## src/rtl/mux_console_responder_if.sv

```systemverilog
// CPU-side bus of the console responder: address, write strobe/data, read strobe
// and the registered read return.
interface mux_console_responder_if;
    logic [15:0] addressBus;
    logic [7:0]  write_data;
    logic        write_en;
    logic        read_en;
    logic [7:0]  read_data;
    logic        read_valid;

    modport master (
        output addressBus, write_data, write_en, read_en,
        input  read_data, read_valid
    );

    modport slave (
        input  addressBus, write_data, write_en, read_en,
        output read_data, read_valid
    );
endinterface

```

## src/rtl/mux_console_responder.sv

```systemverilog
// Memory-mapped console: status/data byte window, TX FIFO feeding an 8N1
// serializer, and a one-byte RX holding register fed by a valid/ready handshake.
module mux_console_responder #(
    parameter logic [15:0] BASE_ADDR    = 16'hF200,
    parameter int          FIFO_DEPTH   = 4,
    parameter int          CLKS_PER_BIT = 16
) (
    input  logic                    clock,
    input  logic                    reset,
    mux_console_responder_if.slave  bus,
    output logic                    tx,
    input  logic [7:0]              rx_byte,
    input  logic                    rx_valid,
    output logic                    rx_ready
);
    localparam int PTR_W = $clog2(FIFO_DEPTH);
    localparam int CNT_W = $clog2(FIFO_DEPTH + 1);
    localparam int BIT_W = $clog2(CLKS_PER_BIT);

    localparam logic [1:0] ST_IDLE  = 2'd0;
    localparam logic [1:0] ST_START = 2'd1;
    localparam logic [1:0] ST_DATA  = 2'd2;
    localparam logic [1:0] ST_STOP  = 2'd3;

    logic             hit, rdHit, statusRead, dataRead, dataWrite, flush;
    logic [7:0]       fifoMem [FIFO_DEPTH];
    logic [PTR_W-1:0] wrPtr, rdPtr;
    logic [CNT_W-1:0] count;
    logic             fifoEmpty, fifoFull, pop, push, drop;
    logic [1:0]       state;
    logic [BIT_W-1:0] bitCnt;
    logic [2:0]       bitIdx;
    logic [7:0]       shiftReg;
    logic             txReg, bitDone, txIdle;
    logic             rxFull, txOverrun;
    logic [7:0]       rxHold, readDataReg, statusByte;
    logic             readValidReg;

    assign hit        = bus.addressBus[15:1] == BASE_ADDR[15:1];
    assign rdHit      = bus.read_en & hit;
    assign statusRead = rdHit & ~bus.addressBus[0];
    assign dataRead   = rdHit &  bus.addressBus[0];
    assign dataWrite  = bus.write_en & hit &  bus.addressBus[0];
    assign flush      = bus.write_en & hit & ~bus.addressBus[0] & bus.write_data[7];

    assign fifoEmpty = count == '0;
    assign fifoFull  = count == CNT_W'(FIFO_DEPTH);
    assign bitDone   = bitCnt == BIT_W'(CLKS_PER_BIT - 1);
    assign txIdle    = fifoEmpty && (state == ST_IDLE);

    // The serializer takes a byte either from idle or straight out of a finished stop bit.
    assign pop  = !flush && !fifoEmpty && ((state == ST_IDLE) || (state == ST_STOP && bitDone));
    assign push = dataWrite && (!fifoFull || pop);
    assign drop = dataWrite && fifoFull && !pop;

    assign statusByte = {4'b0000, txOverrun, txIdle, ~fifoFull, rxFull};

    assign tx             = txReg;
    assign rx_ready       = ~rxFull;
    assign bus.read_data  = readDataReg;
    assign bus.read_valid = readValidReg;

    always_ff @(posedge clock) begin
        if (push) begin
            fifoMem[wrPtr] <= bus.write_data;
        end
    end

    always_ff @(posedge clock) begin
        if (reset || flush) begin
            wrPtr <= '0;
            rdPtr <= '0;
            count <= '0;
        end else begin
            if (push) wrPtr <= wrPtr + PTR_W'(1);
            if (pop)  rdPtr <= rdPtr + PTR_W'(1);
            case ({push, pop})
                2'b10:   count <= count + CNT_W'(1);
                2'b01:   count <= count - CNT_W'(1);
                default: count <= count;
            endcase
        end
    end

    always_ff @(posedge clock) begin
        if (reset || flush) begin
            state    <= ST_IDLE;
            bitCnt   <= '0;
            bitIdx   <= '0;
            shiftReg <= '0;
            txReg    <= 1'b1;
        end else begin
            case (state)
                ST_IDLE: begin
                    bitCnt <= '0;
                    bitIdx <= '0;
                    if (pop) begin
                        shiftReg <= fifoMem[rdPtr];
                        state    <= ST_START;
                        txReg    <= 1'b0;
                    end
                end
                ST_START: begin
                    if (bitDone) begin
                        state  <= ST_DATA;
                        bitCnt <= '0;
                        bitIdx <= '0;
                        txReg  <= shiftReg[0];
                    end else begin
                        bitCnt <= bitCnt + BIT_W'(1);
                    end
                end
                ST_DATA: begin
                    if (bitDone) begin
                        bitCnt <= '0;
                        if (bitIdx == 3'd7) begin
                            state  <= ST_STOP;
                            bitIdx <= '0;
                            txReg  <= 1'b1;
                        end else begin
                            bitIdx <= bitIdx + 3'd1;
                            txReg  <= shiftReg[bitIdx + 3'd1];
                        end
                    end else begin
                        bitCnt <= bitCnt + BIT_W'(1);
                    end
                end
                default: begin
                    if (bitDone) begin
                        bitCnt <= '0;
                        bitIdx <= '0;
                        if (pop) begin
                            shiftReg <= fifoMem[rdPtr];
                            state    <= ST_START;
                            txReg    <= 1'b0;
                        end else begin
                            state <= ST_IDLE;
                            txReg <= 1'b1;
                        end
                    end else begin
                        bitCnt <= bitCnt + BIT_W'(1);
                    end
                end
            endcase
        end
    end

    // A status read returns the pre-clear overrun flag, since readDataReg samples it at the same edge.
    always_ff @(posedge clock) begin
        if (reset) begin
            txOverrun <= 1'b0;
        end else if (drop) begin
            txOverrun <= 1'b1;
        end else if (statusRead) begin
            txOverrun <= 1'b0;
        end
    end

    always_ff @(posedge clock) begin
        if (reset) begin
            rxFull <= 1'b0;
            rxHold <= '0;
        end else begin
            if (dataRead) rxFull <= 1'b0;
            if (rx_valid && !rxFull) begin
                rxFull <= 1'b1;
                rxHold <= rx_byte;
            end
        end
    end

    always_ff @(posedge clock) begin
        if (reset) begin
            readDataReg  <= '0;
            readValidReg <= 1'b0;
        end else begin
            readValidReg <= rdHit;
            if (rdHit) begin
                readDataReg <= bus.addressBus[0] ? rxHold : statusByte;
            end else begin
                readDataReg <= '0;
            end
        end
    end
endmodule

```

## src/flat_wrapper.sv

```systemverilog
// flat-port wrapper written by rule: the top's interface ports become plain ports
module mux_console_responder_flat 
#(
    parameter logic [15:0] BASE_ADDR    = 16'hF200,
    parameter int          FIFO_DEPTH   = 4,
    parameter int          CLKS_PER_BIT = 16
)
  (clock, reset, tx, rx_byte, rx_valid, rx_ready, bus_addressBus, bus_write_data, bus_write_en, bus_read_en, bus_read_data, bus_read_valid);
  mux_console_responder_if bus_i ();
  input  logic clock;
  input  logic reset;
  output logic tx;
  input  logic [7:0] rx_byte;
  input  logic rx_valid;
  output logic rx_ready;
  input wire logic [$bits(bus_i.addressBus)-1:0] bus_addressBus;
  input wire logic [$bits(bus_i.write_data)-1:0] bus_write_data;
  input wire logic [$bits(bus_i.write_en)-1:0] bus_write_en;
  input wire logic [$bits(bus_i.read_en)-1:0] bus_read_en;
  output wire logic [$bits(bus_i.read_data)-1:0] bus_read_data;
  output wire logic [$bits(bus_i.read_valid)-1:0] bus_read_valid;
  assign bus_i.addressBus = bus_addressBus;
  assign bus_i.write_data = bus_write_data;
  assign bus_i.write_en = bus_write_en;
  assign bus_i.read_en = bus_read_en;
  assign bus_read_data = bus_i.read_data;
  assign bus_read_valid = bus_i.read_valid;
  mux_console_responder #(.BASE_ADDR(BASE_ADDR), .FIFO_DEPTH(FIFO_DEPTH), .CLKS_PER_BIT(CLKS_PER_BIT)) u_core (.clock(clock), .reset(reset), .bus(bus_i), .tx(tx), .rx_byte(rx_byte), .rx_valid(rx_valid), .rx_ready(rx_ready));
endmodule
```

## config.mk

```make
export PLATFORM = sky130hd
export DESIGN_NAME = mux_console_responder_flat
export DESIGN_NICKNAME = d
export VERILOG_FILES = /design/src/rtl/mux_console_responder_if.sv /design/src/rtl/mux_console_responder.sv /design/src/flat_wrapper.sv
export SDC_FILE = /design/constraint.sdc
export NUM_CORES = 1
export LEC_CHECK = 0
export CELL_PAD_IN_SITES_DETAIL_PLACEMENT = 2
export CELL_PAD_IN_SITES_GLOBAL_PLACEMENT = 2
export CORE_MARGIN = 8
export CORE_UTILIZATION = 36
export CTS_CLUSTER_SIZE = 10
export DETAILED_ROUTE_END_ITERATION = 12
export PLACE_DENSITY = 0.79
export SETUP_SLACK_MARGIN = 0.02
export SYNTH_ARGS = -nofsm -noshare
export SYNTH_HDL_FRONTEND = slang
export SYNTH_SLANG_ARGS = --single-unit
```

## constraint.sdc

```tcl
create_clock -name clock -period 3.3 [get_ports clock]
set_input_delay 0.33 -clock clock [delete_from_list [all_inputs] [get_ports clock]]
set_output_delay 0.33 -clock clock [all_outputs]
set_load 0.01 [all_outputs]
```

Word-level counts from Yosys, hierarchy flattened
Memories as Yosys holds them, arrays and structs flattened. A register that Yosys moved wholly into a read port is not among the register bits.
Index checks and enable logic that the tools add are counted.
{ "totals": {"mem_bits_rw": 32, "latch_bits": 0, "mem_bits_ro": 0, "elab_cells": 110, "regBits": 44, "n_memories": 1} }
{ "mem_list": {"columns": ["name", "words", "word_bits", "read_ports", "rd_clocked_by_memory_dff", "write_ports", "line_no", "text"], "rows": [
  ["u_core.fifoMem", 4, 8, 1, 1, 1, "mux_console_responder.sv:26", "logic [7:0] fifoMem [FIFO_DEPTH];"]
]} }
{ "op_classes": {"shift": 0, "n_bitwise": 12, "div": 0, "n_mux": 33, "n_eq_ne": 13, "multipliers": 0, "add_sub_neg": 6, "order_cmp": 1, "reduce_logical": 30} }
{ "ops": {"columns": ["cell", "n"], "rows": [
  ["8-bit two-way mux", 2],
  ["8-bit case mux with 2 select lines", 1],
  ["15-bit == test, second input constant", 1],
  ["1-bit two-way mux", 14],
  ["2-bit two-way mux", 7],
  ["3-bit case mux with 2 select lines", 2],
  ["3-bit two-way mux", 3],
  ["1-bit logical AND", 8],
  ["2-bit by 1-bit != test with 1-bit output, second input constant", 4],
  ["2-bit nonzero test", 4],
  ["1-bit AND", 7],
  ["3-bit by 1-bit adder with 3-bit output, second input constant", 2],
  ["2-bit == test, second input constant", 3],
  ["3-bit == test, second input constant", 2],
  ["2-bit case mux with 3 select lines", 1],
  ["3-bit OR reduction", 2],
  ["1-bit zero test", 5],
  ["1-bit inverter", 5],
  ["5-bit AND reduction", 1],
  ["2-bit by 1-bit adder with 2-bit output, second input constant", 2],
  ["4-bit by 1-bit adder with 4-bit output, second input constant", 1],
  ["2-bit by 1-bit == test with 1-bit output, second input constant", 2],
  ["4-bit == test, second input constant", 1],
  ["3-bit by 4-bit less-than comparator with 1-bit output, second input constant", 1],
  ["10 further kinds", 14]
]} }

Depth between registers and ports, before layout
Gate-level depths: netlist of run 1.
{ "logic_depth": {"ltp_word": 11, "mapped_depth": 15, "mapped_depth_nobuf": 13} }

Worst setup path after synthesis of run 1
No wires, ideal clock.
{ "synth_path": {"kind": "input -> register", "start": "in bus_addressBus[7]", "end": "reg u_core.count[1]", "setup_ns": 0.064, "cell_stages": 11, "t_arrival_ns": 2.543, "setup_slack_ns": 0.693, "required_ns": 3.236, "cell_sequence": "or4bb_1 nor4_4 and3_1 buf_4 inv_1 ha_1 inv_1 fa_1 nor2_1 a21oi_1 nor2_1"} }
{ "synth_via": {"elab_chain_len": 11} }
{ "synth_lines": {"columns": ["element", "line_no", "text"], "rows": [
  ["start, declared", "flat_wrapper.sv:16", "input wire logic [$bits(bus_i.addressBus)-1:0] bus_addressBus;"],
  ["15-bit == test (*)", "mux_console_responder.sv:39", "assign hit = bus.addressBus[15:1] == BASE_ADDR[15:1];"],
  ["1-bit AND (*)", "mux_console_responder.sv:43, mux_console_responder.sv:44", null],
  ["1-bit AND (2 in series)", "mux_console_responder.sv:44", "assign flush = bus.write_en & hit & ~bus.addressBus[0] & bus.write_data[7];"],
  ["1-bit zero test", "mux_console_responder.sv:52", "assign pop = !flush && !fifoEmpty && ((state == ST_IDLE) || (state == ST_STOP && bitDone));"],
  ["1-bit logical AND (2 in series)", "mux_console_responder.sv:52", null],
  ["1-bit logical OR", "mux_console_responder.sv:53", "assign push = dataWrite && (!fifoFull || pop);"],
  ["1-bit logical AND", "mux_console_responder.sv:53", null],
  ["2-bit by 1-bit == test with 1-bit output or 2-bit == test (tied branches)", "mux_console_responder.sv:77", "case ({push, pop})"],
  ["3-bit case mux with 2 select lines or 2-bit nonzero test (tied branches)", null, null],
  ["end signal, assigned", "mux_console_responder.sv:78", "2'b10: count <= count + CNT_W'(1);"],
  ["end signal, assigned", "mux_console_responder.sv:79", "2'b01: count <= count - CNT_W'(1);"],
  ["end signal, assigned", "mux_console_responder.sv:80", "default: count <= count;"],
  ["end, declared", "mux_console_responder.sv:28", "logic [CNT_W-1:0] count;"]
]} }
Every way passes the cells marked *; elsewhere a longest branch is shown, timed or not.
A chain may end at the register's enable or synchronous reset.

Final worst setup path of run 1
{ "layout_path": {"start": "reg u_core.state[0]", "end": "reg u_core.count[2]"} }
{ "layout_via": {"elab_chain_len": 8} }
{ "layout_lines": {"columns": ["element", "line_no", "text"], "rows": [
  ["start, declared", "mux_console_responder.sv:30", "logic [1:0] state;"],
  ["start signal, assigned", "mux_console_responder.sv:87", "state <= ST_IDLE;"],
  ["start signal, assigned", "mux_console_responder.sv:99", "state <= ST_START;"],
  ["start signal, assigned", "mux_console_responder.sv:105", "state <= ST_DATA;"],
  ["2-bit == test", "mux_console_responder.sv:52", null],
  ["1-bit logical AND", "mux_console_responder.sv:52", null],
  ["1-bit logical OR (*)", "mux_console_responder.sv:52", null],
  ["1-bit logical AND (*)", "mux_console_responder.sv:52", null],
  ["net u_core.pop", "mux_console_responder.sv:29", "logic fifoEmpty, fifoFull, pop, push, drop;"],
  ["1-bit logical OR", "mux_console_responder.sv:53", null],
  ["1-bit logical AND", "mux_console_responder.sv:53", null],
  ["2-bit by 1-bit == test with 1-bit output or 2-bit == test (tied branches)", "mux_console_responder.sv:77", null],
  ["3-bit case mux with 2 select lines or 2-bit nonzero test (tied branches)", null, null]
]} }
The timed path passes the listed nets; every way through them passes the cells marked *.

==> results_dict.tcl, run 1 <==
set metrics [dict create \
    fin_crit_ns 2.83 \
    yosysTopAreaCell "edfxtp_1" \
    dr.pass1.iters 4 \
    crit_cells 12 \
    seq_power_share_pct 46.0 \
    power.leakage_nw 1.46 \
    die_h_um 112 \
    syn_avg_cell_area_um2 12.1 \
    final_layout_size_suffix_gt1_share_pct 12.7 \
    initial_core_util_pct 36.3 \
    ys_top_cells_by_count "dfxtp_1 (46), edfxtp_1 (32), nor2_1 (29)" \
    cts.clk_slew.worst_paths_ns 0.09 \
    skew_ns 0.00685 \
    synth.top_cell.area_share_pct 29.2 \
    post-dp-hpwl_um 5980 \
    cpPeakStageDelay_ns 0.40 \
    hold_buffers 0 \
    drc_errors 0 \
    antenna_left 0 \
    yosys-top-cells-area "edfxtp_1 (29%), dfxtp_1 (28%), mux4_2 (6.8%), ha_1 (4.6%), mux2i_1 (3.6%)" \
    synth_warnings 0 \
    drt-initial-drc-count 62 \
    power_frac_comb_pct 20.5 \
    rrSetupSlack_ns 0.47 \
    cp.required_ns 3.53 \
    setup_violations 0 \
    yosys_register_bits 78 \
    crit_path_start "u_core.state[0]$_SDFFE_PP0P_" \
    cap_viol_max_count 0 \
    first_global_vias 2492 \
    io-pin-count 48 \
    synth_nets 323 \
    min_path_type "reg2reg" \
    p_total_mw 2.43 \
    ctsResizeCount 0 \
    htree_levels 3 \
    crit_buf_inv 2 \
    die_w_um 112 \
    finalCritPeriodShare_pct 85.7 \
    fin_cells 441 \
    critical-path-top-delay-family "adder cells" \
    diodes 0 \
    clock_power_share_pct 33.5 \
    ctsRootBufferMaster "clkbuf_8" \
    place_congestion 0.674 \
    grt_max_degree 27 \
    synth-seq-area-share_pct 57.1 \
    path_cells "inv_1, ha_1, a41oi_1, or2_2, a21oi_2, ha_1, inv_1, fa_1, xor2_1, nor2_1, xnor2_1, nor2_1" \
    port_buffers 47 \
    antenna_found_initial 0 \
    crit_type "reg2reg" \
    r2r_end "u_core.count[2]$_SDFFE_PP0P_" \
    final_max_slew_viol_count 0 \
    max_freq_mhz 354 \
    fin_setup_tns_ns 0 \
    clkLatencyLatePin_ns 0.35 \
    dpl.cell_count 425 \
    syn_area_mm2 0.00329 \
    start_kind "register" \
    vdd_drop_max_uv 390 \
    finalHoldViolCount 0 \
    rsz0062_at_grt "no" \
    synthFlopType "dfxtp_1" \
    vias_per_cell 5.10 \
    cts_buffer_depth 2 \
    grt_pass1_wl_um 13500 \
    arrival_ns 3.06 \
    cts_tree "yes" \
    r2r-start "u_core.state[0]$_SDFFE_PP0P_" \
    cp_max_fo 10 \
    routed-via-count 2251 \
    r2r_cells 12 \
    yosysMostFrequentCell "dfxtp_1" \
    outcome "finished clean" \
    clock_sink_count 78 \
    rows 35 \
    crit_slowest_cell "or2_2" \
    p_sw_share_pct 28.2 \
    dieArea_mm2 0.0125 \
    routedWlPerCell_um 18.2 \
    core-area_mm2 0.00906 \
    post-route-util_pct 45.4 \
    syn_to_final_growth_pct 25.0 \
    endpoint "u_core.count[2]$_SDFFE_PP0P_" \
    nNetsFinal 375 \
    finalWirelength_um 8030 \
    cts_setup_buffers 0 \
    yosysUniqueCellTypes 52 \
    worst_pin_slew_ns 0.617 \
    cellPowerDensity_mw_per_mm2 591 \
    synth-async-reset-ratio_pct 0 \
    grt_overflow_total 0 \
    intPower_mw 1.75 \
    syn_inst 273 \
    grt.total_usage_pct 13.8 \
    crit_path_end_kind "register" \
    cts_inserted_buffers 9 \
    synth_edf_count 32 \
    switchingPower_mw 0.686 \
    relSlewSlack_pct 58.8 \
]
## logic make-up (layout without fill, tap and decap cells)
group           Yosys count  in the layout  share of synthesized area [%]
flops                    78             78                           57.1
simple gates             93             93                           15.0
compound gates           37             37                           7.37
fa+ha+maj                13             13                           5.17
buf+inv                  23             80                           2.96
mux                      23             23                           10.8
xor+xnor                  6              6                           1.60
## cells in the final DEF, fill, tap and decap left out, types with 2 or more instances in the layout
cell / n
ha_1: 12
and2_1: 5
and3_1: 6
bufinv_16: 2
a221oi_1: 2
nor4b_1: 2
mux4_2: 10
dfxtp_1: 46
mux2i_1: 12
nor4_1: 3
xor2_1: 2
inv_6: 3
clkbuf_8: 9
edfxtp_1: 32
nor3_1: 4
nor2b_1: 2
o21ai_0: 4
buf_4: 5
nand2_1: 24
nor2_1: 29
or4_4: 2
o31ai_1: 2
nand4_1: 4
clkdlybuf4s50_1: 47
a21oi_1: 18
inv_1: 11
xnor2_1: 4
## area by class of cell
type / instances / area, um2
clock inverters: 7 / 103
flip-flops and latches: 78 / 1880
inverters: 12 / 46.3
fillers: 906 / 4950
well taps: 111 / 139
multi-input cells: 172 / 1320
repair buffers: 52 / 508
clock buffers: 9 / 124
## stage by stage
| stage | cell area, um2 | setup slack [ns] | hold slack (ns) |
|---|---|---|---|
| after CTS | 4120 | 0.406 | 0.458 |
| after global routing | 4120 | 0.216 | 0.486 |
| after floorplan | 3290 | 0.693 | 0.418 |
| after detailed placement | 3890 | 0.303 | 0.446 |
| final | 4120 | 0.473 | 0.451 |
| after global placement | 3890 | 0.397 | 0.437 |
## how the worst min path moves through the flow
stage / end / cells past startpoint / startpoint
after global routing: u_core.bitCnt[0]$_SDFF_PP0_ / 1 / u_core.bitCnt[0]$_SDFF_PP0_
final: u_core.bitCnt[0]$_SDFF_PP0_ / 1 / u_core.bitCnt[0]$_SDFF_PP0_
after detailed placement: u_core.bitCnt[0]$_SDFF_PP0_ / 1 / u_core.bitCnt[0]$_SDFF_PP0_
after floorplan: u_core.bitCnt[0]$_SDFF_PP0_ / 1 / u_core.bitCnt[0]$_SDFF_PP0_
after global placement: u_core.bitCnt[0]$_SDFF_PP0_ / 1 / u_core.bitCnt[0]$_SDFF_PP0_
after CTS: u_core.bitCnt[0]$_SDFF_PP0_ / 1 / u_core.bitCnt[0]$_SDFF_PP0_
## state kept, by name, indices dropped and copies added (netlist names), named ones only
signal / flops
u_core.state: 2
u_core.bus.read_data: 8
u_core.fifoMem: 32
u_core.bus.read_valid: 1
u_core.rxHold: 8
u_core.rxFull: 1
u_core.shiftReg: 8
u_core.count: 3
u_core.wrPtr: 2
u_core.rdPtr: 2
u_core.txOverrun: 1
u_core.tx: 1
u_core.bitCnt: 4
u_core.bitIdx: 3
## metal layers
layer / up-vias / global-route usage (%) / share of wire [%]
met5: - / 0 / 0
li1: 1098 / - / -
met1: 1117 / 17.2 / 46
met3: 10 / 2.81 / 2.2
met4: 0 / 5.20 / 1.6
met2: 26 / 22.9 / 51
## power groups by stage
stage	Clock (mW)	Sequential [mW]	Combinational [mW]
finish	0.815	1.12	0.499
global route	0.880	1.13	0.550
CTS	0.843	1.12	0.505
detailed placement	0	1.14	0.497
global placement	0	1.14	0.480
floorplan	0	1.11	0.357
## worst register-to-register path, delay by kind of cell (launching register included)
family	cells	cell delay [ns]
buf+inv	2	0.17
xor+xnor	2	0.27
flops	1	0.34
compound gates	2	0.38
fa+ha+maj	3	0.99
simple gates	3	0.56
Power figures use the tool's default switching activity.
==> run 2, diff against run 1 <==
--- a/config.mk
+++ b/config.mk
@@ -7,7 +7,6 @@
 export LEC_CHECK = 0
 export CELL_PAD_IN_SITES_DETAIL_PLACEMENT = 2
 export CELL_PAD_IN_SITES_GLOBAL_PLACEMENT = 2
-export CORE_MARGIN = 8
 export CORE_UTILIZATION = 36
 export CTS_CLUSTER_SIZE = 10
 export DETAILED_ROUTE_END_ITERATION = 12
==> results_dict.tcl, run 2 (same netlist as run 1, synthesis figures left out) <==
set metrics [dict create \
    post-dp-hpwl_um 5840 \
    cts_inserted_buffers 9 \
    drc_errors 0 \
    ctsResizeCount 0 \
    die_h_um 97.7 \
    power.leakage_nw 1.46 \
    die_w_um 97.7 \
    dpl.cell_count 422 \
    port_buffers 47 \
    grt_max_degree 21 \
    syn_to_final_growth_pct 24.6 \
    diodes 0 \
    final_layout_size_suffix_gt1_share_pct 12.7 \
    wl_met2_um 4080 \
    worst_pin_slew_ns 0.695 \
    wl_met3_um 187 \
    vdd_drop_max_uv 330 \
    skew_ns 0.00454 \
    place_congestion 0.748 \
    n_fill_cell 885 \
    crit_type "reg2reg" \
    multi_input_area_mm2 0.00132 \
    core-area_mm2 0.00881 \
    fin_crit_ns 2.92 \
    antenna_found_initial 0 \
    clkLatencyLatePin_ns 0.35 \
    routed-via-count 2272 \
    regMostFlops "u_core.fifoMem" \
    seqCellArea_mm2 0.00188 \
    arrival_ns 3.17 \
    drt-initial-drc-count 49 \
    crit_path_start "u_core.state[0]$_SDFFE_PP0P_" \
    cap_viol_max_count 0 \
    final_max_slew_viol_count 0 \
    relSlewSlack_pct 53.5 \
    cts.clk_slew.worst_paths_ns 0.09 \
    clock_sink_count 78 \
    grt_pass1_wl_um 13500 \
    cts_tree "yes" \
    setup_slack_ns 0.377 \
    dr.pass1.iters 4 \
    initial_core_util_pct 37.4 \
    setup_violations 0 \
    pre_cts_ws_ns 0.245 \
    vias_per_cell 5.19 \
    cts_setup_buffers 0 \
    max_freq_mhz 342 \
    grt_overflow_total 0 \
    dieArea_mm2 0.00954 \
    io-pin-count 48 \
    finalCritPeriodShare_pct 88.6 \
    fin_setup_tns_ns 0 \
    htree_levels 3 \
    final_cell_mix "clkdlybuf4s50_1 (47), dfxtp_1 (46), edfxtp_1 (32), nor2_1 (29), nand2_1 (24)" \
    first_global_vias 2574 \
    dr.max_layer_used "met4" \
    largest_register_ffs 32 \
    hold_slack_ns 0.465 \
    routedWlPerCell_um 18.5 \
    finalWirelength_um 8110 \
    r2r-start "u_core.state[0]$_SDFFE_PP0P_" \
    rows 34 \
    hold_buffers 0 \
    rsz0062_at_grt "no" \
    outcome "finished clean" \
    grt.total_usage_pct 18.6 \
    finalHoldViolCount 0 \
    cp.required_ns 3.54 \
    post-route-util_pct 46.6 \
    cts_buffer_depth 2 \
    crit_path_end_kind "register" \
    ctsRootBufferMaster "clkbuf_8" \
    wirelength_met1_um 3660 \
    cp_max_fo 10 \
    cellPowerDensity_mw_per_mm2 582 \
    layout_commonest_cell "clkdlybuf4s50_1" \
    antenna_left 0 \
    min_path_type "reg2reg" \
    fin_cells 438 \
    nNetsFinal 375 \
    hold_path_startpoint "u_core.rxHold[4]$_SDFFE_PP0P_" \
    start_kind "register" \
]
==> run 2: cell type report <==
type	count	share of cell area, %
Clock buffer	9	3.02
Timing Repair Buffer	52	12.7
Inverter	12	1.13
Tap cell	108	3.29
Clock inverter	7	1.98
Sequential cell	78	45.9
Multi-Input combinational cell	172	32.0
==> run 2: path summary, 6_finish.rpt <==
check,endpoint,slack (ns),cells past startpoint
max,u_core.count[2]$_SDFFE_PP0P_,0.38,12
min,u_core.rxHold[4]$_SDFFE_PP0P_,0.46,2
max reg2reg,u_core.count[2]$_SDFFE_PP0P_,0.38,12
min reg2reg,u_core.rxHold[4]$_SDFFE_PP0P_,0.46,2
==> run 2: through the flow <==
| stage | power [mW] | instance area, um2 |
|---|---|---|
| finish | 2.39 | 4100 |
| global route | 2.50 | 4100 |
| CTS | 2.41 | 4100 |
| detailed placement | 1.66 | 3900 |
| global placement | 1.62 | 3900 |
| floorplan | 1.46 | 3290 |
==> run 2: metal layers <==
| metal | up-vias | track usage (%) |
|---|---|---|
| met1 | 1145 | 23.0 |
| li1 | 1084 | - |
| met4 | 0 | 8.51 |
| met2 | 27 | 31.2 |
| met3 | 16 | 3.74 |
| met5 | - | 0 |
==> run 2: critical path: stages (launching register included) <==
cell and delay, ns:
dfxtp_1 0.35, inv_1 0.12, ha_1 0.37, a41oi_1 0.11
or2_2 0.40, a21oi_2 0.28, ha_1 0.25, inv_1 0.07
fa_1 0.38, xor2_1 0.15, nor2_1 0.13, xnor2_1 0.15
nor2_1 0.06
==> run 2: power by group <==
group	total (mW)	switching [mW]	internal (mW)
Combinational	0.515	0.258	0.256
Sequential	1.12	0.0648	1.06
Clock	0.754	0.393	0.361
Total	2.39	0.716	1.67
==> run 3, diff against run 2 <==
--- a/config.mk
+++ b/config.mk
@@ -5,12 +5,13 @@
 export SDC_FILE = /design/constraint.sdc
 export NUM_CORES = 1
 export LEC_CHECK = 0
+export ABC_AREA = 1
 export CELL_PAD_IN_SITES_DETAIL_PLACEMENT = 2
 export CELL_PAD_IN_SITES_GLOBAL_PLACEMENT = 2
-export CORE_UTILIZATION = 36
+export CORE_UTILIZATION = 33
 export CTS_CLUSTER_SIZE = 10
 export DETAILED_ROUTE_END_ITERATION = 12
-export PLACE_DENSITY = 0.79
+export PLACE_DENSITY = 0.78
 export SETUP_SLACK_MARGIN = 0.02
 export SYNTH_ARGS = -nofsm -noshare
 export SYNTH_HDL_FRONTEND = slang
==> results_dict.tcl, run 3 <==
set metrics [dict create \
    cts_setup_buffers 0 \
    die_w_um 104 \
    min_path_type "reg2reg" \
    dr.pass1.iters 4 \
    grt_pass1_wl_um 15100 \
    dieArea_mm2 0.0109 \
    yosys_register_bits 78 \
    syn_inst 375 \
    synth_edf_count 32 \
    layout_commonest_cell "nor2_1" \
    cellPowerDensity_mw_per_mm2 457 \
    port_buffers 47 \
    cp_max_fo 6 \
    yosys-top-cells-area "edfxtp_1 (28%), dfxtp_1 (27%), nor2_1 (8.4%), nand2_1 (5.5%), ha_1 (4.3%)" \
    routedWlPerCell_um 16.2 \
    hold_path_startpoint "u_core.rxHold[6]$_SDFFE_PP0P_" \
    finalCritPeriodShare_pct 82.0 \
    hold_buffers 0 \
    clkLatencyLatePin_ns 0.36 \
    antenna_found_initial 0 \
    final_max_slew_viol_count 0 \
    ctsResizeCount 0 \
    first_global_vias 3110 \
    crit_buf_inv 2 \
    final_cell_mix "nor2_1 (77), nand2_1 (51), clkdlybuf4s50_1 (47), dfxtp_1 (46), inv_1 (38)" \
    yosysMostFrequentCell "nor2_1" \
    synth.top_cell.area_share_pct 27.8 \
    fin_cells 571 \
    rrSetupSlack_ns 0.59 \
    cts.clk_slew.worst_paths_ns 0.09 \
    cts_inserted_buffers 9 \
    syn_to_final_growth_pct 23.0 \
    arrival_ns 3.00 \
    cp.required_ns 3.59 \
    synth-async-reset-ratio_pct 0 \
    cap_viol_max_count 0 \
    rsz0062_at_grt "no" \
    dpl.cell_count 555 \
    crit_slowest_cell "fa_1" \
    routed-via-count 2750 \
    path_cells "inv_1, ha_1, nor2_1, nor2_8, nand3_4, nand2_4, nand2_4, ha_1, inv_1, fa_1, a21oi_1, o21ai_0, xor2_1, nor2_1" \
    diodes 0 \
    antenna_left 0 \
    nNetsFinal 480 \
    die_h_um 104 \
    vias_per_cell 4.82 \
    grt_max_degree 20 \
    synthFlopType "dfxtp_1" \
    r2r-start "u_core.state[0]$_SDFFE_PP0P_" \
    htree_levels 3 \
    fin_crit_ns 2.71 \
    drt-initial-drc-count 103 \
    critical-path-top-delay-family "simple AND/OR/NAND/NOR gates" \
    vdd_drop_max_uv 210 \
    initial_core_util_pct 33.8 \
    final_layout_size_suffix_gt1_share_pct 9.66 \
    largest_register_ffs 32 \
    cpPeakStageDelay_ns 0.39 \
    synth_warnings 0 \
    ys_top_cells_by_count "nor2_1 (77), nand2_1 (51), dfxtp_1 (46)" \
    outcome "finished clean" \
    drc_errors 0 \
    start_kind "register" \
    finalHoldViolCount 0 \
    cts_buffer_depth 2 \
    regMostFlops "u_core.fifoMem" \
    power.leakage_nw 1.54 \
    cts_tree "yes" \
    syn_avg_cell_area_um2 9.22 \
    grt_overflow_total 0 \
    grt.total_usage_pct 18.0 \
    max_freq_mhz 369 \
    crit_path_end_kind "register" \
    yosysUniqueCellTypes 36 \
    finalWirelength_um 9230 \
    setup_violations 0 \
    rows 37 \
    hold_slack_ns 0.445 \
    fin_setup_tns_ns 0 \
    crit_path_start "u_core.state[0]$_SDFFE_PP0P_" \
    syn_area_mm2 0.00346 \
    core-area_mm2 0.0102 \
    crit_type "reg2reg" \
    place_congestion 0.712 \
    worst_pin_slew_ns 0.620 \
    yosysTopAreaCell "edfxtp_1" \
    ctsRootBufferMaster "clkbuf_8" \
    post-dp-hpwl_um 6930 \
    synth_nets 425 \
    clock_sink_count 78 \
    io-pin-count 48 \
    relSlewSlack_pct 58.4 \
    skew_ns 0.0158 \
    synth-seq-area-share_pct 54.4 \
]
## run 3: cell count changes after synthesis, sizes merged, moves of 6 or more
cell / delta
a21oi: +6
and3: -6
inv: +29
mux2i: -12
mux4: -10
nand2: +30
nand3: +27
nor2: +53
o21ai: +20
o32ai: +8
## run 3: report_power, final
group | total, mW | leakage (nW) | switching [mW] | internal [mW]
Clock | 0.670 | 0.0883 | 0.389 | 0.281
Combinational | 0.239 | 0.797 | 0.142 | 0.0965
Sequential | 1.03 | 0.660 | 0.0123 | 1.02
## run 3: metal layers
layer,routed length (um),GRT usage (%),vias up
li1,-,-,1347
met1,4020,20.5,1345
met2,4750,32.6,44
met3,210,3.51,14
met4,251,7.76,0
met5,0,0,-
## run 3: final timing paths
kind,depth (start not counted),endpoint
setup reg to reg,14,u_core.count[2]$_SDFFE_PP0P_
setup / recovery,14,u_core.count[2]$_SDFFE_PP0P_
hold / removal,2,u_core.bus.read_data[6]$_SDFF_PP0_
hold reg to reg,2,u_core.bus.read_data[6]$_SDFF_PP0_
## run 3: kinds of logic (layout without fill, tap and decap cells)
kind of cell               count (synthesis)  count (layout)  synth area share [%]
adders and majority gates                 13              13                  4.92
AOI/OAI and AO/OA                         59              59                  10.0
DFF                                       78              78                  54.4
buffers and inverters                     50             110                  6.44
xor gates and xnor gates                   6               6                  1.52
and+or+nand+nor                          169             169                  22.7
## run 3: final cells by class
class / instances / area, um2
clock buffer: 9 / 124
clock inverter: 7 / 55.1
fill: 1131 / 5980
inverter: 42 / 163
multi-input combinational: 247 / 1350
sequential: 78 / 1880
tap: 136 / 170
timing repair buffer: 52 / 508
## run 3: tightest hold or removal path, cell delays in order, from the launching register on
cell	delay (ns)
dfxtp_1	0.30
inv_1	0.06
nor2_1	0.04
## run 3: per-stage QoR
stage / instance area, um2 / worst slack (ns) / util, % / total power, mW
floorplan: 3460 / 0.903 / - / 1.19
global placement: 4080 / 0.566 / 39.8 / 1.28
detailed placement: 4080 / 0.377 / 39.8 / 1.30
CTS: 4260 / 0.570 / 41.6 / 1.97
global route: 4260 / 0.339 / 41.6 / 2.04
finish: 4260 / 0.593 / 41.6 / 1.94
